--- config.mk ---
export PLATFORM = sky130hd
export DESIGN_NAME = uart_cmd_ctrl
export DESIGN_NICKNAME = d
export VERILOG_FILES = /design/src/rtl/uart_cmd_ctrl.sv
export SDC_FILE = /design/constraint.sdc
export NUM_CORES = 1
export LEC_CHECK = 0
export ABC_AREA = 1
export CORE_MARGIN = 2
export CORE_UTILIZATION = 54
export DETAILED_ROUTE_END_ITERATION = 10
export GPL_ROUTABILITY_DRIVEN = 0
export PLACE_DENSITY = 0.87
export SLEW_MARGIN = 40
export SYNTH_ARGS = -nofsm -noshare
export SYNTH_HDL_FRONTEND = slang
export SYNTH_SLANG_ARGS = --single-unit
--- constraint.sdc ---
create_clock -name clk -period 2.3 [get_ports clk]
set_clock_uncertainty 0.15 [all_clocks]
set_input_delay 0.46 -clock clk [delete_from_list [all_inputs] [get_ports clk]]
set_output_delay 0.46 -clock clk [all_outputs]
set_load 0.03 [all_outputs]
--- src/rtl/uart_cmd_ctrl.sv ---
// uart_cmd_ctrl: command sequencer behind the UART receiver.
//   Frames the rx byte stream into 4-byte commands (SOF, CMD, ARG, CHK) and
//   executes valid ones against a 4-bit LED register and a blink mask.
//   Rejected frames (bad checksum, unknown command, inter-byte timeout) are
//   dropped, pulsed on frame_err, and logged in err_code / err_cnt.
//
// Ports
//   clk        in   1  system clock
//   rst_n      in   1  synchronous reset, active-low
//   data_rx    in   8  received byte, meaningful only while done_rx=1
//   done_rx    in   1  one-cycle strobe per received byte
//   led        out  4  led_reg ^ (blink_mask & {4{blink_phase}})
//   frame_ok   out  1  one-cycle pulse: valid frame executed
//   frame_err  out  1  one-cycle pulse: frame rejected
//   err_code   out  2  cause of last error (1 chk, 2 cmd, 3 timeout), held
//   err_cnt    out  8  rejected-frame count, saturates at 8'hFF
//
// Handshake: done_rx is a pure strobe with no back-pressure. A byte is
// transferred on every rising clk edge where done_rx=1; data_rx is ignored
// at all other times. The block always accepts, so there is no ready signal.
module uart_cmd_ctrl #(
    parameter logic [7:0] SOF_BYTE    = 8'hA5,
    parameter int         TIMEOUT_CYC = 5_000_000,
    parameter int         BLINK_DIV   = 25_000_000
) (
    input  logic       clk,
    input  logic       rst_n,
    input  logic [7:0] data_rx,
    input  logic       done_rx,
    output logic [3:0] led,
    output logic       frame_ok,
    output logic       frame_err,
    output logic [1:0] err_code,
    output logic [7:0] err_cnt
);

    localparam int TO_W = (TIMEOUT_CYC > 2) ? $clog2(TIMEOUT_CYC) : 1;
    localparam int BL_W = (BLINK_DIV > 2) ? $clog2(BLINK_DIV) : 1;

    typedef enum logic [1:0] {
        IDLE    = 2'd0,
        GET_CMD = 2'd1,
        GET_ARG = 2'd2,
        GET_CHK = 2'd3
    } state_t;

    state_t          state;
    logic [7:0]      cmd_q;
    logic [7:0]      arg_q;
    logic [3:0]      led_reg;
    logic [3:0]      blink_mask;
    logic            blink_phase;
    logic [TO_W-1:0] to_cnt;
    logic [BL_W-1:0] bl_cnt;

    // Frame evaluation, decided in the cycle the byte (or the timeout) lands.
    logic [7:0] chk_sum;
    logic       chk_cycle;
    logic       chk_bad;
    logic       cmd_known;
    logic       timeout_hit;
    logic       ok_hit;
    logic       err_hit;
    logic [1:0] err_kind;

    always_comb begin
        chk_sum     = cmd_q + arg_q;
        chk_cycle   = (state == GET_CHK) && done_rx;
        chk_bad     = (data_rx != chk_sum);
        cmd_known   = (cmd_q == 8'h01) || (cmd_q == 8'h02) || (cmd_q == 8'h03);
        // A byte arriving in the expiry cycle wins over the timeout.
        timeout_hit = (state != IDLE) && !done_rx && (to_cnt == TO_W'(TIMEOUT_CYC - 1));
        ok_hit      = chk_cycle && !chk_bad && cmd_known;
        err_hit     = timeout_hit || (chk_cycle && (chk_bad || !cmd_known));
        // Checksum takes priority over the command check.
        if (timeout_hit)  err_kind = 2'd3;
        else if (chk_bad) err_kind = 2'd1;
        else              err_kind = 2'd2;
    end

    always_ff @(posedge clk) begin
        if (!rst_n) begin
            state       <= IDLE;
            cmd_q       <= 8'h00;
            arg_q       <= 8'h00;
            led_reg     <= 4'h0;
            blink_mask  <= 4'h0;
            blink_phase <= 1'b0;
            to_cnt      <= '0;
            bl_cnt      <= '0;
            frame_ok    <= 1'b0;
            frame_err   <= 1'b0;
            err_code    <= 2'd0;
            err_cnt     <= 8'h00;
        end else begin
            // Blink timebase runs regardless of the mask.
            if (bl_cnt == BL_W'(BLINK_DIV - 1)) begin
                bl_cnt      <= '0;
                blink_phase <= ~blink_phase;
            end else begin
                bl_cnt <= bl_cnt + BL_W'(1);
            end

            // Inter-byte timeout counter, parked at zero outside a frame.
            if (state == IDLE || done_rx || timeout_hit) to_cnt <= '0;
            else                                        to_cnt <= to_cnt + TO_W'(1);

            case (state)
                IDLE:    if (done_rx && data_rx == SOF_BYTE) state <= GET_CMD;
                GET_CMD: if (done_rx) begin cmd_q <= data_rx; state <= GET_ARG; end
                GET_ARG: if (done_rx) begin arg_q <= data_rx; state <= GET_CHK; end
                GET_CHK: if (done_rx) state <= IDLE;
                default: state <= IDLE;
            endcase
            if (timeout_hit) state <= IDLE;

            frame_ok  <= ok_hit;
            frame_err <= err_hit;

            if (ok_hit) begin
                case (cmd_q)
                    8'h01:   led_reg <= arg_q[3:0];
                    8'h02:   blink_mask <= arg_q[3:0];
                    default: begin
                        led_reg    <= 4'h0;
                        blink_mask <= 4'h0;
                    end
                endcase
            end

            if (err_hit) begin
                err_code <= err_kind;
                if (err_cnt != 8'hFF) err_cnt <= err_cnt + 8'h01;
            end
        end
    end

    assign led = led_reg ^ (blink_mask & {4{blink_phase}});

endmodule

After elaboration in Yosys (flattened, before gate mapping) --
Cells that the tools add are included.
Cells by class: muxes and demuxes 9, reductions and logical operators 27, add/sub/neg operators 4, bitwise gates (word level) 6, equal/unequal tests 15
Operators by type and width (number):
- $add 25x1->25 const B | 1
- $eq 25x25->1 const B | 1
- $add 23x1->23 const B | 1
- $eq 23x23->1 const B | 1
- $eq 8x2->1 const B | 2
- $pmux 4 s2 | 2
- $mux 2 | 6
- $reduce_and 2->1 | 5
- $add 8x1->8 const B | 1
- $add 8x8->8 | 1
- $eq 8x1->1 const B | 1
- $eq 8x8->1 const B | 1
- $ne 8x8->1 | 1
- $ne 8x8->1 const B | 1
- $pmux 2 s4 | 1
- $logic_and 1x1->1 | 7
- $logic_or 1x1->1 | 6
- $ne 2x2->1 const B | 3
- $reduce_or 2->1 | 3
- $and 4x4->4 | 1
- $eq 2x2->1 const B | 2
- $not 1->1 | 4
- $reduce_and 4->1 | 1
- $xor 4x4->4 | 1
- 5 further kinds | 7
Word-level totals: output and inout bits 16, flip-flop bits (word level) 87, bits of input ports 11

Depth between registers and ports, before layout --
depth in word-level cells 8, gate-level depth with buffers 17, gate-level depth less buffers 17

Worst setup path before layout --
No wires, ideal clock.
path type register -> register, from reg cmd_q[0], to reg blink_mask[0], path slack -12 ps, arrival time 2049 ps, period minus slack after synthesis 2312 ps, path buffers 0, library setup time 114 ps, required time 2036 ps, cell stages (with the launch flop) 15, cell sequence dfxtp_1 ha_1 fa_1 xnor2_1 nand2_1 nor2_1 nand2_1 nor2_1 nand3_1 nor2_1 nand2_2 nor2_4 nand2_1 nand2_1 nor2_1
Between the ends: cells in the longest elaborated chain, start to end 6
Ends and longest elaborated chain:
- start, declared | line 48 | logic [7:0] cmd_q;
- start signal, assigned | line 84 | cmd_q <= 8'h00;
- start signal, assigned | line 110 | GET_CMD: if (done_rx) begin cmd_q <= data_rx; state <= GET_ARG; end
- $add 8x8->8 | line 67 | chk_sum = cmd_q + arg_q;
- $ne 8x8->1 | line 69 | chk_bad = (data_rx != chk_sum);
- $logic_not 1->1 | line 73 | ok_hit = chk_cycle && !chk_bad && cmd_known;
- $logic_and 1x1->1 (2 in a row) | line 73
- $reduce_and 2->1 (no line)
- end signal, assigned | line 123 | 8'h02: blink_mask <= arg_q[3:0];
- end, declared | line 51 | logic [3:0] blink_mask;
Parallel ways exist; a longest one is shown, timed or not. A chain may end at the register's enable or synchronous reset.

Final worst setup path --
from reg cmd_q[0], to reg blink_mask[2]
Same word-level chain as after synthesis.

==> results.py <==
metrics = {
    "hold_path": {
        "hold_path.class": "reg -> reg",
    },
    "synth": {
        "synth_cell_type_count": 41,
        "synth_edf_count": 0,
        "syn_area_per_cell_sq_um": 7.16,
        "yosysTopAreaCell": "dfxtp_1",
        "synth-seq-cells": 87,
        "synth_top_area_share_pct": 38.9,
        "yosysWarnings": 0,
        "synthFlopType": "dfxtp_1",
        "syn_area_sq_mm": 0.00447,
        "yosys-top-cells-area": "dfxtp_1, nand2_1, nor2_1",
        "async_flop_share_pct": 0,
        "synth_fp_nets": 651,
        "yosysSeqAreaShare_pct": 38.9,
        "syn_inst": 625,
    },
    "clocking": {
        "path_clk_slew_ns": 0.10,
        "cts_made_buffers": 9,
        "h-tree-depth": 3,
        "cts_root_buffer": "clkbuf_8",
        "clk_latency_ns": 0.37,
        "cts_buffer_depth": 2,
        "cts.sinks": 87,
        "cts_hold_buf": 0,
        "cts_tree": "yes",
    },
    "run": {
        "drv_cap": 0,
    },
    "layout": {
        "nets": 712,
        "final_common_cell": "nand2_1",
        "final_cell_mix": "nand2_1, nor2_1, dfxtp_1, inv_1, a21oi_1",
        "largest_register_ff_count": 25,
        "final_cell_area_sq_mm": 0.00538,
        "layout-drive-gt1-share_pct": 15.9,
        "largest_register": "bl_cnt",
        "area_growth_pct": 20.3,
        "finalNonFillerCells": 796,
        "fillers": 653,
        "reg_top3": "bl_cnt: 25 flops, to_cnt: 23 flops",
        "n_antenna_cell": 0,
    },
    "die": {
        "die_h_microns": 95.0,
        "core_sq_mm": 0.00813,
        "initial_utilization_pct": 55.0,
        "row_count": 33,
        "dieArea_sq_mm": 0.00903,
        "die_x_microns": 95.0,
        "io_pins": 27,
    },
    "setup_path": {
        "startpoint_type": "flop",
        "cp_slowest_cell": "fa_2",
        "crit_top_cell": "nand2_1",
        "crit_arrival_ns": 2.54,
        "cp_max_fo": 8,
        "crit_chain": "ha_4 -> fa_2 -> xnor2_1 -> nand2_1 -> nor2_1 -> nand2_1 -> nor2_2 -> nand3_2 -> nor2_2 -> nand2_2 -> nor2_4 -> nand2_1 -> nand2_1 -> nor2_1",
        "required_ns": 2.41,
        "cpLargestDelayFamily": "simple AND/OR/NAND/NOR gates",
        "path_class": "reg -> reg",
        "endpoint_kind": "flop",
        "max_stage_delay_ns": 0.52,
        "cp.buffers_inverters": 0,
    },
    "global_routing": {
        "track_usage_pct": 22.8,
        "grt_max_degree": 29,
        "overflow": 0,
        "grt_pass1_wl_microns": 16400,
        "antenna_found_initial": 0,
        "grt_pass1_vias": 3827,
    },
    "sta": {
        "hold-worst-slack_ns": 0.274,
        "hold_viol": 0,
        "finalCriticalPeriod_ns": 2.43,
        "rsz0062_at_grt": "true",
        "worst_pin_slew_ns": 0.421,
        "layout_setup_ws_ns": -0.132,
        "drv_slew": 0,
        "max_slew_margin_pct": 71.7,
        "fmax_mhz": 411,
        "finalSetupViolations": 20,
        "post-route-period-util_pct": 106,
    },
    "status": {
        "violations": "negative setup slack",
        "outcome": "finished with violations",
    },
    "detailed_routing": {
        "dr.pass1.iters": 4,
        "wl_microns": 9940,
        "via_count": 4210,
        "drtAntennaViolNets": 0,
        "route.detailed.drc": 0,
        "routed_via_density": 5.29,
        "drtIter0Drc": 160,
        "wl_per_cell_microns": 12.5,
    },
    "pwr": {
        "vdd_drop_max_mv": 0.322,
        "leakagePower_uw": 0.00210,
        "p_per_area_mw_per_mm2": 513,
    },
    "placed_design": {
        "placedInstanceArea_sq_mm": 0.00503,
        "dp_hpwl_microns": 7200,
        "port_buffers": 26,
        "dpl.cell_count": 774,
    },
}
power by group:
group,internal (uW),switching (uW)
registers,1510,3.64
clock network,545,597
logic,46.7,57.0
worst paths after layout:
path                            cells after the start                   from                    endpoint  slack [ns]
worst max-delay path                               14  cmd_q[0]$_SDFFE_PN0P_  blink_mask[2]$_SDFFE_PN0P_       -0.13
worst max register to register                     14  cmd_q[0]$_SDFFE_PN0P_  blink_mask[2]$_SDFFE_PN0P_       -0.13
worst min register to register                      1   to_cnt[0]$_SDFF_PP0_        to_cnt[0]$_SDFF_PP0_        0.27
worst min-delay path                                1   to_cnt[0]$_SDFF_PP0_        to_cnt[0]$_SDFF_PP0_        0.27
area by class of cell:
class	count	area (sq um)	area share [%]
Multi-Input combinational cell	460	2540	47.2
Timing Repair Buffer	56	484	9.00
Tap cell	105	131	2.44
Inverter	72	270	5.02
Clock inverter	6	72.6	1.35
Sequential cell	87	1750	32.4
Clock buffer	10	138	2.56
cell usage after synthesis, types with 5 or more instances:
cell type / instances
o21ai_0: 24
dfxtp_1: 87
clkbuf_1: 5
o21ai_1: 7
nor2_1: 89
nand3_1: 32
xnor2_1: 15
xor2_1: 12
nor3_1: 15
nor2_4: 5
nand2_1: 137
ha_1: 14
nand2_2: 7
nor4_1: 9
a21oi_1: 45
nand4_1: 11
inv_1: 61
inv_2: 9
routing by layer:
layer / global-route usage [%] / vias to the layer above / part of all wire (%)
met2: 41.6 / 72 / 52
met1: 26.0 / 1946 / 42
li1: - / 2169 / -
met3: 5.30 / 23 / 3.5
met4: 8.21 / 0 / 2.3
met5: 0 / - / 0
per-stage QoR:
| stage | power, uW | worst slack, ns | util, % | setup TNS, ns |
|---|---|---|---|---|
| 6_report | 2760 | -0.132 | 66.1 | -2.25 |
| 5_1_grt | 2850 | -0.314 | 66.1 | -5.32 |
| 4_1_cts | 2770 | -0.167 | 65.3 | -2.11 |
| 2_1_floorplan | 1600 | 0.0174 | - | 0 |
| 3_3_place_gp | 1640 | -0.0840 | 61.8 | -0.971 |
| 3_5_place_dp | 1650 | -0.189 | 61.8 | -2.38 |
cells by family after synthesis:
kind of cell               after synthesis  synth area share (%)
adders and majority gates               15                  4.36
DFF                                     87                  38.9
buffers and inverters                   79                  6.66
and+or+nand+nor                        331                  34.6
AOI/OAI and AO/OA                       86                  10.1
xor gates and xnor gates                27                  5.29
what timing repair did:
action,4_1_cts,5_1_grt
endpoints found under the setup margin,23,22
pin swaps,11,16
resized for setup,23,11
cloned,1,0
buffers inserted,2,3
(Power assumes the default switching activity.)
